--- src/rtl/hwag_sync_ctrl_if.sv ---
`default_nettype none
// ----------------------------------------------------------------------------
// hwag_sync_ctrl_if : tooth-capture inputs and sync status outputs of the
//                     crank/cam synchronisation sequencer
// Revision 1.0
// ----------------------------------------------------------------------------
interface hwag_sync_ctrl_if #(
   parameter int PER_W = 24
);
   logic             en;
   logic             cap_stb;
   logic [PER_W-1:0] cap_period;
   logic             cam_lvl;

   logic [2:0]       sync_state;
   logic             synced;
   logic             hwag_start;
   logic             hwag_stop;
   logic [5:0]       tooth_num;
   logic             gap_stb;
   logic             cyc_phase;
   logic             phase_ok;
   logic             err_stb;
   logic             cam_err;
   logic [7:0]       err_cnt;

   modport master (
      output en, cap_stb, cap_period, cam_lvl,
      input  sync_state, synced, hwag_start, hwag_stop, tooth_num, gap_stb,
             cyc_phase, phase_ok, err_stb, cam_err, err_cnt
   );

   modport slave (
      input  en, cap_stb, cap_period, cam_lvl,
      output sync_state, synced, hwag_start, hwag_stop, tooth_num, gap_stb,
             cyc_phase, phase_ok, err_stb, cam_err, err_cnt
   );
endinterface
`default_nettype wire

--- src/rtl/hwag_sync_ctrl.sv ---
`default_nettype none
// ----------------------------------------------------------------------------
// hwag_sync_ctrl : missing-tooth gap search, revolution verify and 720-degree
//                  phase tracking that gates hwag_core via hwag_start/stop
// Revision 1.0
// ----------------------------------------------------------------------------
module hwag_sync_ctrl #(
   parameter int               TEETH_TOTAL = 60,
   parameter int               TEETH_MISS  = 2,
   parameter int               PER_W       = 24,
   parameter logic [PER_W-1:0] STALL_TICKS = 'hFFFFF,
   parameter int               CAM_TOOTH   = 30
) (
   input wire logic          clk,
   input wire logic          rst,
   hwag_sync_ctrl_if.slave   bus
);
   localparam logic [5:0] C_LAST_TOOTH = 6'(TEETH_TOTAL - TEETH_MISS - 1);
   localparam logic [5:0] C_CAM_TOOTH  = 6'(CAM_TOOTH);

   typedef enum logic [2:0] {
      ST_IDLE     = 3'd0,
      ST_WAIT_REF = 3'd1,
      ST_SEARCH   = 3'd2,
      ST_VERIFY   = 3'd3,
      ST_SYNC     = 3'd4
   } state_t;

   state_t           r_state,   w_state;
   logic [PER_W-1:0] r_prev_period;
   logic [PER_W-1:0] r_stall_cnt;
   logic [5:0]       r_tooth,   w_tooth;
   logic             r_phase,   w_phase;
   logic             r_phase_ok, w_phase_ok;
   logic [7:0]       r_err_cnt, w_err_cnt;
   logic             r_start,   w_start;
   logic             r_stop,    w_stop;
   logic             r_gap_stb, w_gap_stb;
   logic             r_err,     w_err;
   logic             r_cam_err, w_cam_err;

   logic             w_gap;
   logic             w_stall;
   logic             w_at_last;
   logic             w_keep_sync;
   logic             w_cam_exp;

   // A gap is an interval longer than twice the previous one.
   assign w_gap     = {1'b0, bus.cap_period} > {r_prev_period, 1'b0};
   assign w_stall   = !bus.cap_stb && (r_stall_cnt >= STALL_TICKS);
   assign w_at_last = (r_tooth == C_LAST_TOOTH);
   assign w_cam_exp = ~bus.cam_lvl;

   always_ff @(posedge clk) begin
      if (!rst) begin
         r_state       <= ST_IDLE;
         r_prev_period <= '0;
         r_stall_cnt   <= '0;
         r_tooth       <= '0;
         r_phase       <= 1'b0;
         r_phase_ok    <= 1'b0;
         r_err_cnt     <= '0;
         r_start       <= 1'b0;
         r_stop        <= 1'b0;
         r_gap_stb     <= 1'b0;
         r_err         <= 1'b0;
         r_cam_err     <= 1'b0;
      end else begin
         r_state    <= w_state;
         r_tooth    <= w_tooth;
         r_phase    <= w_phase;
         r_phase_ok <= w_phase_ok;
         r_err_cnt  <= w_err_cnt;
         r_start    <= w_start;
         r_stop     <= w_stop;
         r_gap_stb  <= w_gap_stb;
         r_err      <= w_err;
         r_cam_err  <= w_cam_err;
         if (bus.cap_stb) begin
            r_prev_period <= bus.cap_period;
            r_stall_cnt   <= '0;
         end else if (r_stall_cnt != {PER_W{1'b1}}) begin
            r_stall_cnt   <= r_stall_cnt + PER_W'(1);
         end
      end
   end

   always_comb begin
      w_state     = r_state;
      w_tooth     = r_tooth;
      w_phase     = r_phase;
      w_phase_ok  = r_phase_ok;
      w_start     = 1'b0;
      w_stop      = 1'b0;
      w_gap_stb   = 1'b0;
      w_err       = 1'b0;
      w_cam_err   = 1'b0;
      w_keep_sync = 1'b0;

      if (!bus.en) begin
         w_state    = ST_IDLE;
         w_tooth    = '0;
         w_phase_ok = 1'b0;
         w_stop     = (r_state == ST_SYNC);
      end else begin
         case (r_state)
            ST_IDLE: begin
               w_state = ST_WAIT_REF;
            end

            ST_WAIT_REF: begin
               if (bus.cap_stb) begin
                  w_state = ST_SEARCH;
               end
            end

            ST_SEARCH: begin
               if (bus.cap_stb) begin
                  if (w_gap) begin
                     w_tooth   = '0;
                     w_gap_stb = 1'b1;
                     w_state   = ST_VERIFY;
                  end
               end else if (w_stall) begin
                  w_state = ST_WAIT_REF;
               end
            end

            ST_VERIFY: begin
               if (bus.cap_stb) begin
                  if (w_gap) begin
                     w_gap_stb = 1'b1;
                     w_tooth   = '0;
                     if (w_at_last) begin
                        w_state = ST_SYNC;
                        w_start = 1'b1;
                     end else begin
                        w_err   = 1'b1;
                        w_state = ST_SEARCH;
                     end
                  end else if (w_at_last) begin
                     w_err   = 1'b1;
                     w_state = ST_SEARCH;
                  end else begin
                     w_tooth = r_tooth + 6'd1;
                  end
               end else if (w_stall) begin
                  w_err   = 1'b1;
                  w_state = ST_WAIT_REF;
               end
            end

            ST_SYNC: begin
               if (bus.cap_stb) begin
                  if (w_gap) begin
                     w_gap_stb = 1'b1;
                     w_tooth   = '0;
                     if (w_at_last) begin
                        w_phase     = ~r_phase;
                        w_keep_sync = 1'b1;
                     end else begin
                        // The early gap itself starts a fresh verify pass.
                        w_err      = 1'b1;
                        w_stop     = 1'b1;
                        w_phase_ok = 1'b0;
                        w_state    = ST_VERIFY;
                     end
                  end else if (w_at_last) begin
                     w_err      = 1'b1;
                     w_stop     = 1'b1;
                     w_phase_ok = 1'b0;
                     w_state    = ST_SEARCH;
                  end else begin
                     w_tooth     = r_tooth + 6'd1;
                     w_keep_sync = 1'b1;
                  end
               end else if (w_stall) begin
                  w_err      = 1'b1;
                  w_stop     = 1'b1;
                  w_phase_ok = 1'b0;
                  w_state    = ST_WAIT_REF;
               end
            end

            default: begin
               w_state = ST_IDLE;
            end
         endcase
      end

      // Cam level at the reference tooth decides which revolution this is.
      if (w_keep_sync && (w_tooth == C_CAM_TOOTH)) begin
         if (!r_phase_ok) begin
            w_phase    = w_cam_exp;
            w_phase_ok = 1'b1;
         end else if (w_phase != w_cam_exp) begin
            w_cam_err = 1'b1;
            w_phase   = w_cam_exp;
         end
      end

      w_err_cnt = r_err_cnt;
      if (w_err && (r_err_cnt != 8'hFF)) begin
         w_err_cnt = r_err_cnt + 8'd1;
      end
   end

   assign bus.sync_state = r_state;
   assign bus.synced     = (r_state == ST_SYNC);
   assign bus.hwag_start = r_start;
   assign bus.hwag_stop  = r_stop;
   assign bus.tooth_num  = r_tooth;
   assign bus.gap_stb    = r_gap_stb;
   assign bus.cyc_phase  = r_phase;
   assign bus.phase_ok   = r_phase_ok;
   assign bus.err_stb    = r_err;
   assign bus.cam_err    = r_cam_err;
   assign bus.err_cnt    = r_err_cnt;
endmodule
`default_nettype wire
--- src/flat_wrapper.sv ---
// flat-port wrapper written by rule: the top's interface ports become plain ports
module hwag_sync_ctrl_flat 
#(
   parameter int               TEETH_TOTAL = 60,
   parameter int               TEETH_MISS  = 2,
   parameter int               PER_W       = 24,
   parameter logic [PER_W-1:0] STALL_TICKS = 'hFFFFF,
   parameter int               CAM_TOOTH   = 30
)
  (clk, rst, bus_en, bus_cap_stb, bus_cap_period, bus_cam_lvl, bus_sync_state, bus_synced, bus_hwag_start, bus_hwag_stop, bus_tooth_num, bus_gap_stb, bus_cyc_phase, bus_phase_ok, bus_err_stb, bus_cam_err, bus_err_cnt);
  hwag_sync_ctrl_if #(.PER_W(PER_W)) bus_i ();
  input wire logic clk;
  input wire logic rst;
  input wire logic [$bits(bus_i.en)-1:0] bus_en;
  input wire logic [$bits(bus_i.cap_stb)-1:0] bus_cap_stb;
  input wire logic [$bits(bus_i.cap_period)-1:0] bus_cap_period;
  input wire logic [$bits(bus_i.cam_lvl)-1:0] bus_cam_lvl;
  output wire logic [$bits(bus_i.sync_state)-1:0] bus_sync_state;
  output wire logic [$bits(bus_i.synced)-1:0] bus_synced;
  output wire logic [$bits(bus_i.hwag_start)-1:0] bus_hwag_start;
  output wire logic [$bits(bus_i.hwag_stop)-1:0] bus_hwag_stop;
  output wire logic [$bits(bus_i.tooth_num)-1:0] bus_tooth_num;
  output wire logic [$bits(bus_i.gap_stb)-1:0] bus_gap_stb;
  output wire logic [$bits(bus_i.cyc_phase)-1:0] bus_cyc_phase;
  output wire logic [$bits(bus_i.phase_ok)-1:0] bus_phase_ok;
  output wire logic [$bits(bus_i.err_stb)-1:0] bus_err_stb;
  output wire logic [$bits(bus_i.cam_err)-1:0] bus_cam_err;
  output wire logic [$bits(bus_i.err_cnt)-1:0] bus_err_cnt;
  assign bus_i.en = bus_en;
  assign bus_i.cap_stb = bus_cap_stb;
  assign bus_i.cap_period = bus_cap_period;
  assign bus_i.cam_lvl = bus_cam_lvl;
  assign bus_sync_state = bus_i.sync_state;
  assign bus_synced = bus_i.synced;
  assign bus_hwag_start = bus_i.hwag_start;
  assign bus_hwag_stop = bus_i.hwag_stop;
  assign bus_tooth_num = bus_i.tooth_num;
  assign bus_gap_stb = bus_i.gap_stb;
  assign bus_cyc_phase = bus_i.cyc_phase;
  assign bus_phase_ok = bus_i.phase_ok;
  assign bus_err_stb = bus_i.err_stb;
  assign bus_cam_err = bus_i.cam_err;
  assign bus_err_cnt = bus_i.err_cnt;
  hwag_sync_ctrl #(.TEETH_TOTAL(TEETH_TOTAL), .TEETH_MISS(TEETH_MISS), .PER_W(PER_W), .STALL_TICKS(STALL_TICKS), .CAM_TOOTH(CAM_TOOTH)) u_core (.clk(clk), .rst(rst), .bus(bus_i));
endmodule
--- config.mk ---
export PLATFORM = sky130hd
export DESIGN_NAME = hwag_sync_ctrl_flat
export DESIGN_NICKNAME = d
export VERILOG_FILES = /design/src/rtl/hwag_sync_ctrl_if.sv /design/src/rtl/hwag_sync_ctrl.sv /design/src/flat_wrapper.sv
export SDC_FILE = /design/constraint.sdc
export NUM_CORES = 1
export LEC_CHECK = 0
export CAP_MARGIN = 20
export CORE_ASPECT_RATIO = 1.75
export CORE_MARGIN = 2
export CORE_UTILIZATION = 41
export CTS_CLUSTER_SIZE = 25
export DETAILED_ROUTE_END_ITERATION = 8
export HOLD_SLACK_MARGIN = 0.03
export PLACE_DENSITY = 0.74
export RECOVER_POWER = 100
export SLEW_MARGIN = 20
export SYNTH_ARGS = -nofsm -noshare
export SYNTH_HDL_FRONTEND = slang
export SYNTH_SLANG_ARGS = --single-unit
--- constraint.sdc ---
create_clock -name clk -period 6.1 [get_ports clk]
set_input_delay 1.22 -clock clk [delete_from_list [all_inputs] [get_ports clk]]
set_output_delay 1.22 -clock clk [all_outputs]
set_load 0.05 [all_outputs]
==> impl_metrics.json, run 1 <==
{
  "status": "finished clean",
  "synthCells": 472,
  "cts-root-to-sink-buffers": 2,
  "grt_pass1_wl_mm": 16.1,
  "grt_antenna_before_repair": 0,
  "grtUsageTotal_pct": 19.0,
  "antenna_left": 0,
  "vias_per_cell": 5.53,
  "die_h_um": 135,
  "placed_cells": 630,
  "cts.sinks": 72,
  "die_w_um": 78.7,
  "cts_tree": "done",
  "syn_to_final_growth_pct": 23.3,
  "grt_max_degree": 36,
  "setup_viol": 0,
  "initialDrtViolationCount": 213,
  "dr.pass1.iters": 4,
  "timing.final.crit_share_pct": 80.0,
  "cts_buffers": 9,
  "cts_root_buf": "clkbuf_16",
  "clk_pin_slew_ns": 0.06,
  "die_area_um2": 10600,
  "yosys_warnings": 0,
  "final_max_slew_viol_count": 0,
  "grt_pass1_vias": 3611,
  "yosys-top-cells-count": "dfxtp_1 (72), nor2_1 (63), inv_1 (37)",
  "gp_congestion": 0.911,
  "ctsResizeCount": 0,
  "cts_setup_buffers": 0,
  "synth_edf_count": 0,
  "gr-total-overflow": 0,
  "synthArstFlopShare_pct": 0,
  "io_pins": 54,
  "hold_buffers": 0,
  "total_power_mw": 1.21,
  "num_vias": 3570,
  "cp.arrival_ns": 5.14,
  "multi_input_area_um2": 2320,
  "netlist_top_cells_area": "dfxtp_1 (36%), ha_1 (8.7%), mux2i_1 (6.5%), nor2_1 (5.9%), xor2_1 (4.4%)",
  "grt_util_met3_pct": 3.94,
  "tightest_slew_ns": 1.31,
  "ys.flop_type": "dfxtp_1",
  "clk_latency_ns": 0.34,
  "startpoint": "bus_cap_stb",
  "yosysMostFrequentCell": "dfxtp_1",
  "htree_num_levels": 3,
  "std_cell_rows": 47,
  "rsz0062_at_grt": "no",
  "finalHoldViolCount": 0,
  "cp-start-kind": "primary input",
  "min_path_type": "reg2reg",
  "start_util_pct": 42.3,
  "crit_type": "in2reg",
  "fin_cells": 646,
  "fill_cells": 869,
  "reg2reg_from": "u_core.r_prev_period[5]",
  "worstPathRequired_ns": 6.36,
  "ys_types": 62,
  "p_leak_nw": 2.00,
  "synth_nets": 529,
  "hold_path.startpoint": "u_core.r_stall_cnt[17]",
  "port_buffers": 53,
  "seq_area_um2": 1440,
  "power.density_nw_per_um2": 246,
  "nets": 576,
  "syn_area_um2": 4010,
  "crit_path_end_kind": "register",
  "max-cap-violations": 0,
  "wire_per_inst_um": 14.3,
  "max_freq_mhz": 205,
  "yosys_register_bits": 72,
  "grt_use_met2_pct": 33.8,
  "antenna_cells": 0,
  "synth.top_cell.area_share_pct": 36.0,
  "yosys.area.top_type": "dfxtp_1",
  "dp_hpwl_mm": 6.90,
  "drc": 0,
  "finalCriticalPeriod_ns": 4.88,
  "grt_util_met1_pct": 20.6,
  "drt_wl_total_mm": 9.25,
  "irDropWorstVdd_v": 0.000177,
  "avgSynthCellArea_um2": 8.49,
  "finClkSkew_ns": 0.00660,
  "tns_ns": 0,
  "drive_above_1_share_pct": 4.77,
  "worstPathMaxFanout": 23,
  "max_slew_margin_pct": 12.7,
  "busiest_layer": "met2",
  "core_area_um2": 9470,
  "seq_area_frac_synth_pct": 36.0
}
==> cell families (layout without fill, tap and decap cells) <==
logic type	Yosys count	count (layout)	synth area share, %
AOI/OAI and AO/OA	80	80	14.5
xor gates and xnor gates	29	29	6.34
adders and majority gates	28	28	8.74
buffers and inverters	57	109	5.90
DFF	72	72	36.0
muxes	27	27	6.77
and+or+nand+nor	179	179	21.8
==> layer usage <==
| layer | routed length [um] | vias to the layer above |
|---|---|---|
| met1 | 3730 | 1689 |
| met5 | 0 | - |
| met4 | 284 | 0 |
| li1 | - | 1763 |
| met2 | 4910 | 94 |
| met3 | 332 | 24 |
==> worst paths after layout <==
| check | to | slack [ns] | cells past startpoint |
|---|---|---|---|
| worst max register to register | u_core.bus.err_cnt[7] | 2.33 | 15 |
| worst min register to register | u_core.r_stall_cnt[17] | 0.48 | 2 |
| worst max-delay path | u_core.bus.cyc_phase | 1.22 | 10 |
| worst min-delay path | u_core.r_stall_cnt[17] | 0.48 | 2 |
==> worst max-delay path: stages <==
cell and delay [ns]:
clkbuf_1 0.83, clkbuf_1 1.03, inv_1 0.48, a211o_1 0.36, xnor2_1 0.22, nand4_1 0.16, a311oi_1 0.23, o21ai_0 0.17
mux2_1 0.34, nor2_1 0.08
==> registers in the layout, indices dropped and copies added (netlist names) <==
| signal | cells |
|---|---|
| u_core.r_stall_cnt | 24 |
| u_core.bus.cyc_phase | 1 |
| u_core.bus.err_stb | 1 |
| u_core.bus.phase_ok | 1 |
| u_core.bus.hwag_start | 1 |
| u_core.bus.tooth_num | 6 |
| u_core.bus.cam_err | 1 |
| u_core.r_prev_period | 24 |
| u_core.bus.err_cnt | 8 |
| u_core.bus.gap_stb | 1 |
| u_core.bus.sync_state | 3 |
| u_core.bus.hwag_stop | 1 |
==> through the flow <==
step	hold slack [ns]	utilization [%]	area, um^2	worst slack, ns
after CTS	0.485	52.3	4950	1.51
after global placement	0.463	48.7	4610	1.34
after detailed placement	0.477	48.7	4610	1.15
after floorplan	0.454	-	4010	2.08
after global routing	0.519	52.2	4940	0.938
final	0.483	52.2	4940	1.22
==> placed cells by master (no fill, tap or decap), types with 3 or more instances in the layout <==
master           instances
a211oi_1                 7
inv_1                   38
a31oi_1                  3
xnor2_1                  9
mux2i_1                 26
nand4_1                 14
a21oi_1                 21
clkinv_4                 3
nor2_1                  63
o211ai_1                 4
bufinv_16                3
nand3_1                 22
xor2_1                  20
o21ai_0                 14
and4_1                   3
a311oi_1                 3
clkbuf_16                9
clkdlybuf4s50_1         26
nor3_1                  11
a211o_1                  3
nor4_1                   5
dfxtp_1                 72
and3_1                   6
dlygate4sd3_1           26
ha_1                    28
nand2b_1                 3
nand2_1                 34
and2_1                   3
==> where the power goes <==
part	leakage (nW)	switching [mW]	total, mW	internal (mW)
combinational	1.25	0.0696	0.123	0.0531
clock	0.166	0.203	0.603	0.400
sequential	0.585	0.00755	0.489	0.481
==> final cells by class <==
type | instances | area share, %
Multi-Input combinational cell | 343 | 47.0
Sequential cell | 72 | 29.2
Timing Repair Buffer | 54 | 10.7
Clock buffer | 9 | 4.56
Tap cell | 122 | 3.09
Inverter | 39 | 3.06
Clock inverter | 7 | 2.43
No activity file was read; power rests on OpenSTA's default activity.
==> run 2, diff against run 1 <==
clock period = 4.59 ns   (was 6.1 ns; I/O delays follow)
==> run 2 against run 1 <==
Net effect: sequential power grew 33%; worst hold slack better by 0.0016 ns; clock power increased by 14%; via count hardly changed; first-iteration DRC count shrank 13%; largest power group unchanged.
==> impl_metrics.json, run 2 (same netlist as run 1, synthesis figures left out) <==
{
  "status": "finished clean",
  "clkPwrFrac_pct": 45.8,
  "max_slew_margin_pct": 17.8,
  "ctsResizeCount": 0,
  "hold_path_depth": 2,
  "irDropWorstVdd_v": 0.000240,
  "fin_hold_ws_ns": 0.484,
  "max-cap-violations": 0,
  "syn_to_final_growth_pct": 22.5,
  "startpoint": "bus_cap_period[6]",
  "die_area_um2": 10600,
  "start_util_pct": 42.3,
  "gr-total-overflow": 0,
  "final_common_cell": "dfxtp_1",
  "p_leak_nw": 1.99,
  "final_max_slew_viol_count": 0,
  "die_h_um": 135,
  "crit_type": "in2reg",
  "core_area_um2": 9470,
  "post_dp_cell_area_um2": 4630,
  "initialDrtViolationCount": 186,
  "finClkSkew_ns": 0.00461,
  "cts_buffers": 9,
  "tns_ns": 0,
  "final_cell_mix": "dfxtp_1 (72), nor2_1 (63), inv_1 (37)",
  "io_pins": 54,
  "cts.sinks": 72,
  "wire_per_inst_um": 14.3,
  "sw_frac_of_total_pct": 23.3,
  "p_seq_share_pct": 43.1,
  "cts_tree": "done",
  "fill_cells": 894,
  "postLayoutCellArea_um2": 4910,
  "finalHoldViolCount": 0,
  "grt_pass1_wl_mm": 15.7,
  "cts_root_buf": "clkbuf_16",
  "cts_setup_buffers": 0,
  "combPwrFrac_pct": 11.1,
  "tightest_slew_ns": 1.23,
  "grt_max_degree": 35,
  "dp_hpwl_mm": 6.85,
  "setup_viol": 0,
  "grtUsageTotal_pct": 18.5,
  "drive_above_1_share_pct": 4.95,
  "dr.pass1.iters": 5,
  "final_util_pct": 51.9,
  "clk_pin_slew_ns": 0.05,
  "p_sw_uw": 352,
  "reg2reg_from": "u_core.r_prev_period[5]",
  "crit_end": "u_core.bus.cyc_phase",
  "finalCriticalPeriod_ns": 4.18,
  "htree_num_levels": 3,
  "max_freq_mhz": 239,
  "std_cell_rows": 47,
  "dpl_worst_slack_ns": 0.225,
  "clk_latency_ns": 0.33,
  "timing.final.ws_setup_ns": 0.411,
  "p_int_mw": 1.16,
  "rsz0062_at_grt": "no",
  "timing.final.crit_share_pct": 91.0,
  "drc": 0,
  "worstPathMaxFanout": 7,
  "hold_path.startpoint": "u_core.r_stall_cnt[17]",
  "worstPathRequired_ns": 4.85,
  "crit_path_end_kind": "register",
  "port_buffers": 53,
  "drt_wl_total_mm": 9.27,
  "nets": 579,
  "r2r_cells": 16,
  "antenna_cells": 0,
  "antenna_left": 0,
  "die_w_um": 78.7,
  "power.density_nw_per_um2": 307,
  "gp_congestion": 0.871,
  "cp-start-kind": "primary input",
  "min_path_type": "reg2reg",
  "cp.arrival_ns": 4.44,
  "rr_endpoint": "u_core.bus.cyc_phase",
  "grt_pass1_vias": 3567,
  "r2r_slack_ns": 1.09,
  "num_vias": 3573,
  "hold_buffers": 0,
  "cts-root-to-sink-buffers": 2,
  "grt_antenna_before_repair": 0,
  "vias_per_cell": 5.52
}
run 2: changes by cell type in the layout (fill, tap and decap cells not counted):
cell	delta
and2_0	+1
and2_1	-1
buf_2	+1
buf_4	+2
bufinv_16	-2
clkbuf_8	+2
clkinv_1	+1
clkinv_4	-2
inv_1	-1
o21ai_0	-1
o21ai_1	+1
run 2: metal layers:
layer / vias to the layer above / track usage (%) / wire [um]
li1: 1772 / - / -
met1: 1676 / 19.4 / 3660
met2: 106 / 33.7 / 5010
met3: 19 / 4.08 / 369
met4: 0 / 10.2 / 238
met5: - / 0 / 0
run 2: final cells by class:
cell class	count	area (um^2)	area share (%)
multi-input cells	343	2320	47.3
inverters	39	151	3.08
flip-flops and latches	72	1440	29.4
clock inverters	3	42.5	0.866
repair buffers	57	548	11.2
clock buffers	11	253	5.15
well taps	122	153	3.11
run 2: power groups by stage:
stage	Clock, mW	Combinational [mW]	Sequential [mW]
after global routing	0.735	0.187	0.651
after floorplan	0	0.106	0.663
after detailed placement	0	0.168	0.663
after CTS	0.706	0.170	0.650
after global placement	0	0.163	0.663
final	0.690	0.167	0.650
run 2: worst min path at each step:
stage	slack [ns]	endpoint
4_1_cts	0.49	u_core.r_stall_cnt[17]
5_1_grt	0.52	u_core.r_prev_period[10]
2_1_floorplan	0.45	u_core.r_stall_cnt[17]
3_5_place_dp	0.48	u_core.r_stall_cnt[17]
6_report	0.48	u_core.r_stall_cnt[17]
3_3_place_gp	0.47	u_core.r_stall_cnt[17]
run 2: critical path: stages:
cell             delay [ns]
clkdlybuf4s50_1        0.43
ha_1                   0.32
a211oi_1               0.31
nor2_1                 0.09
o311ai_0               0.48
nand3_2                0.23
nand2_1                0.13
inv_1                  0.06
ha_1                   0.26
nand2b_1               0.17
inv_1                  0.08
nand4_1                0.13
a311oi_1               0.25
o21ai_1                0.15
mux2_1                 0.33
nor2_1                 0.08
run 2: stage by stage:
step | total power, mW | instances
2_1_floorplan | 0.769 | 472
3_3_place_gp | 0.826 | 633
3_5_place_dp | 0.831 | 633
4_1_cts | 1.53 | 647
5_1_grt | 1.57 | 647
6_report | 1.51 | 647
==> run 3, diff against run 2 <==
ABC_AREA = 1   (was unset)
==> run 3 against run 2 <==
Net effect: area after synthesis up 7.0%; critical path depth up 4; non-clock buffer count down 1; worst hold slack worse by 0.025 ns; setup slack better by 0.36 ns; critical path type unchanged.
==> impl_metrics.json, run 3 <==
{
  "setup_viol": 0,
  "gp_congestion": 0.914,
  "irDropWorstVdd_v": 0.000210,
  "drt_wl_total_mm": 10.5,
  "num_vias": 4222,
  "grt_pass1_wl_mm": 17.7,
  "synthCells": 624,
  "tightest_slew_ns": 0.661,
  "die_w_um": 81.3,
  "die_area_um2": 11300,
  "max-cap-violations": 0,
  "max_slew_margin_pct": 55.9,
  "final_max_slew_viol_count": 0,
  "cts_root_buf": "clkbuf_16",
  "final_common_cell": "nand2_1",
  "synthArstFlopShare_pct": 0,
  "min_path_type": "reg2reg",
  "total_power_mw": 1.55,
  "final_cell_mix": "nand2_1 (115), inv_1 (95), dfxtp_1 (72)",
  "initialDrtViolationCount": 230,
  "drc": 0,
  "grt_max_degree": 47,
  "synth_nets": 681,
  "grtUsageTotal_pct": 19.7,
  "postLayoutCellArea_um2": 5210,
  "timing.final.ws_setup_ns": 0.772,
  "p_seq_share_pct": 41.9,
  "synth.top_cell.area_share_pct": 33.6,
  "clk_pin_slew_ns": 0.06,
  "syn_to_final_growth_pct": 21.6,
  "port_buffers": 53,
  "std_cell_rows": 49,
  "finalHoldViolCount": 0,
  "yosys_register_bits": 72,
  "wire_per_inst_um": 13.1,
  "status": "finished clean",
  "io_pins": 54,
  "finalCriticalPeriod_ns": 3.82,
  "cts.sinks": 72,
  "combPwrFrac_pct": 11.5,
  "start_util_pct": 41.9,
  "p_int_mw": 1.17,
  "cts_tree": "done",
  "max_freq_mhz": 262,
  "drive_above_1_share_pct": 6.76,
  "netlist_top_cells_area": "dfxtp_1 (34%), nand2_1 (9.8%), inv_1 (8.3%), ha_1 (8.2%), a21oi_1 (6.9%)",
  "dp_hpwl_mm": 7.96,
  "die_h_um": 139,
  "grt_pass1_vias": 4226,
  "power.density_nw_per_um2": 297,
  "yosys-top-cells-count": "nand2_1 (112), inv_1 (95), dfxtp_1 (72)",
  "crit_type": "in2reg",
  "final_util_pct": 50.9,
  "yosys.area.top_type": "dfxtp_1",
  "placed_cells": 792,
  "clk_latency_ns": 0.34,
  "rsz0062_at_grt": "no",
  "worstPathRequired_ns": 4.82,
  "htree_num_levels": 3,
  "timing.final.crit_share_pct": 83.2,
  "syn_area_um2": 4290,
  "crit_chain": "dlygate4sd3_1 > ha_1 > nand2_1 > nor2_1 > nand2_1 > nor3_1 > nand2_1 > nand3_1 > nand2_1 > inv_1 > ha_1 > or2_2 > nand2_1 > clkinvlp_2 > nand3_1 > nor2_4 > inv_4 > nor2_4 > o21ai_0 > a21oi_1",
  "cpPeakStageDelay_ns": 0.59,
  "yosys_warnings": 0,
  "cp.arrival_ns": 4.05,
  "vias_per_cell": 5.23,
  "yosysMostFrequentCell": "nand2_1",
  "seq_area_frac_synth_pct": 33.6,
  "cp-start-kind": "primary input",
  "fin_cells": 807,
  "p_sw_uw": 376,
  "grt_antenna_before_repair": 0,
  "finClkSkew_ns": 0.00494,
  "post_dp_cell_area_um2": 4940,
  "hold_buffers": 0,
  "dpl_worst_slack_ns": 0.741,
  "core_area_um2": 10200,
  "cts_buffers": 9,
  "gr-total-overflow": 0,
  "cp_common_cell": "nand2_1",
  "clkPwrFrac_pct": 46.6,
  "ys.flop_type": "dfxtp_1",
  "ys_types": 41,
  "avgSynthCellArea_um2": 6.87,
  "ctsResizeCount": 0,
  "fill_cells": 970,
  "nets": 733,
  "dr.pass1.iters": 5,
  "worstPathMaxFanout": 9,
  "cts_setup_buffers": 0,
  "synth_edf_count": 0,
  "antenna_cells": 0,
  "tns_ns": 0,
  "antenna_left": 0,
  "fin_hold_ws_ns": 0.459,
  "p_leak_nw": 2.27,
  "cts-root-to-sink-buffers": 2,
  "crit_path_end_kind": "register",
  "crit_slowest_cell": "dlygate4sd3_1",
  "sw_frac_of_total_pct": 24.3
}
-- run 3: kinds of logic (layout without fill, tap and decap cells) --
kind of cell	Yosys count	count (layout)	synth area share (%)
and+or+nand+nor	262	262	28.8
AOI/OAI and AO/OA	132	132	16.5
buffers and inverters	118	174	10.5
adders and majority gates	28	28	8.17
xor gates and xnor gates	12	12	2.45
DFF	72	72	33.6
-- run 3: routing by layer --
layer  routed length, um  track usage, %
met1                4040            19.5
met2                5700            36.6
met3                 387            2.92
met4                 416            11.9
met5                   0               0
-- run 3: area by class of cell --
cell class / instances / area, um^2 / area share [%]
inverter: 103 / 390 / 7.49
multi-input combinational: 434 / 2370 / 45.4
sequential: 72 / 1440 / 27.6
clock inverter: 3 / 40.0 / 0.768
clock buffer: 12 / 267 / 5.11
timing repair buffer: 56 / 549 / 10.5
tap: 127 / 159 / 3.05
-- run 3: power groups by stage --
stage | sequential [mW] | combinational (mW) | clock (mW)
floorplan | 0.666 | 0.115 | 0
global placement | 0.662 | 0.175 | 0
detailed placement | 0.663 | 0.181 | 0
CTS | 0.649 | 0.182 | 0.731
global route | 0.650 | 0.205 | 0.753
finish | 0.649 | 0.179 | 0.723
-- run 3: path summary, 6_finish.rpt --
path / cells past startpoint / slack, ns / end / start
worst max-delay path: 20 / 0.77 / u_core.bus.err_cnt[2] / bus_cap_period[12]
worst min-delay path: 2 / 0.46 / u_core.r_prev_period[8] / u_core.r_prev_period[8]
worst max register to register: 19 / 1.59 / u_core.bus.err_cnt[2] / u_core.r_prev_period[15]
worst min register to register: 2 / 0.46 / u_core.r_prev_period[8] / u_core.r_prev_period[8]
-- run 3: critical path, delay by kind of cell --
family          cells  cell delay (ns)
fa+ha+maj           2             0.56
buf+inv             4             0.92
simple gates       12             1.46
compound gates      2             0.20
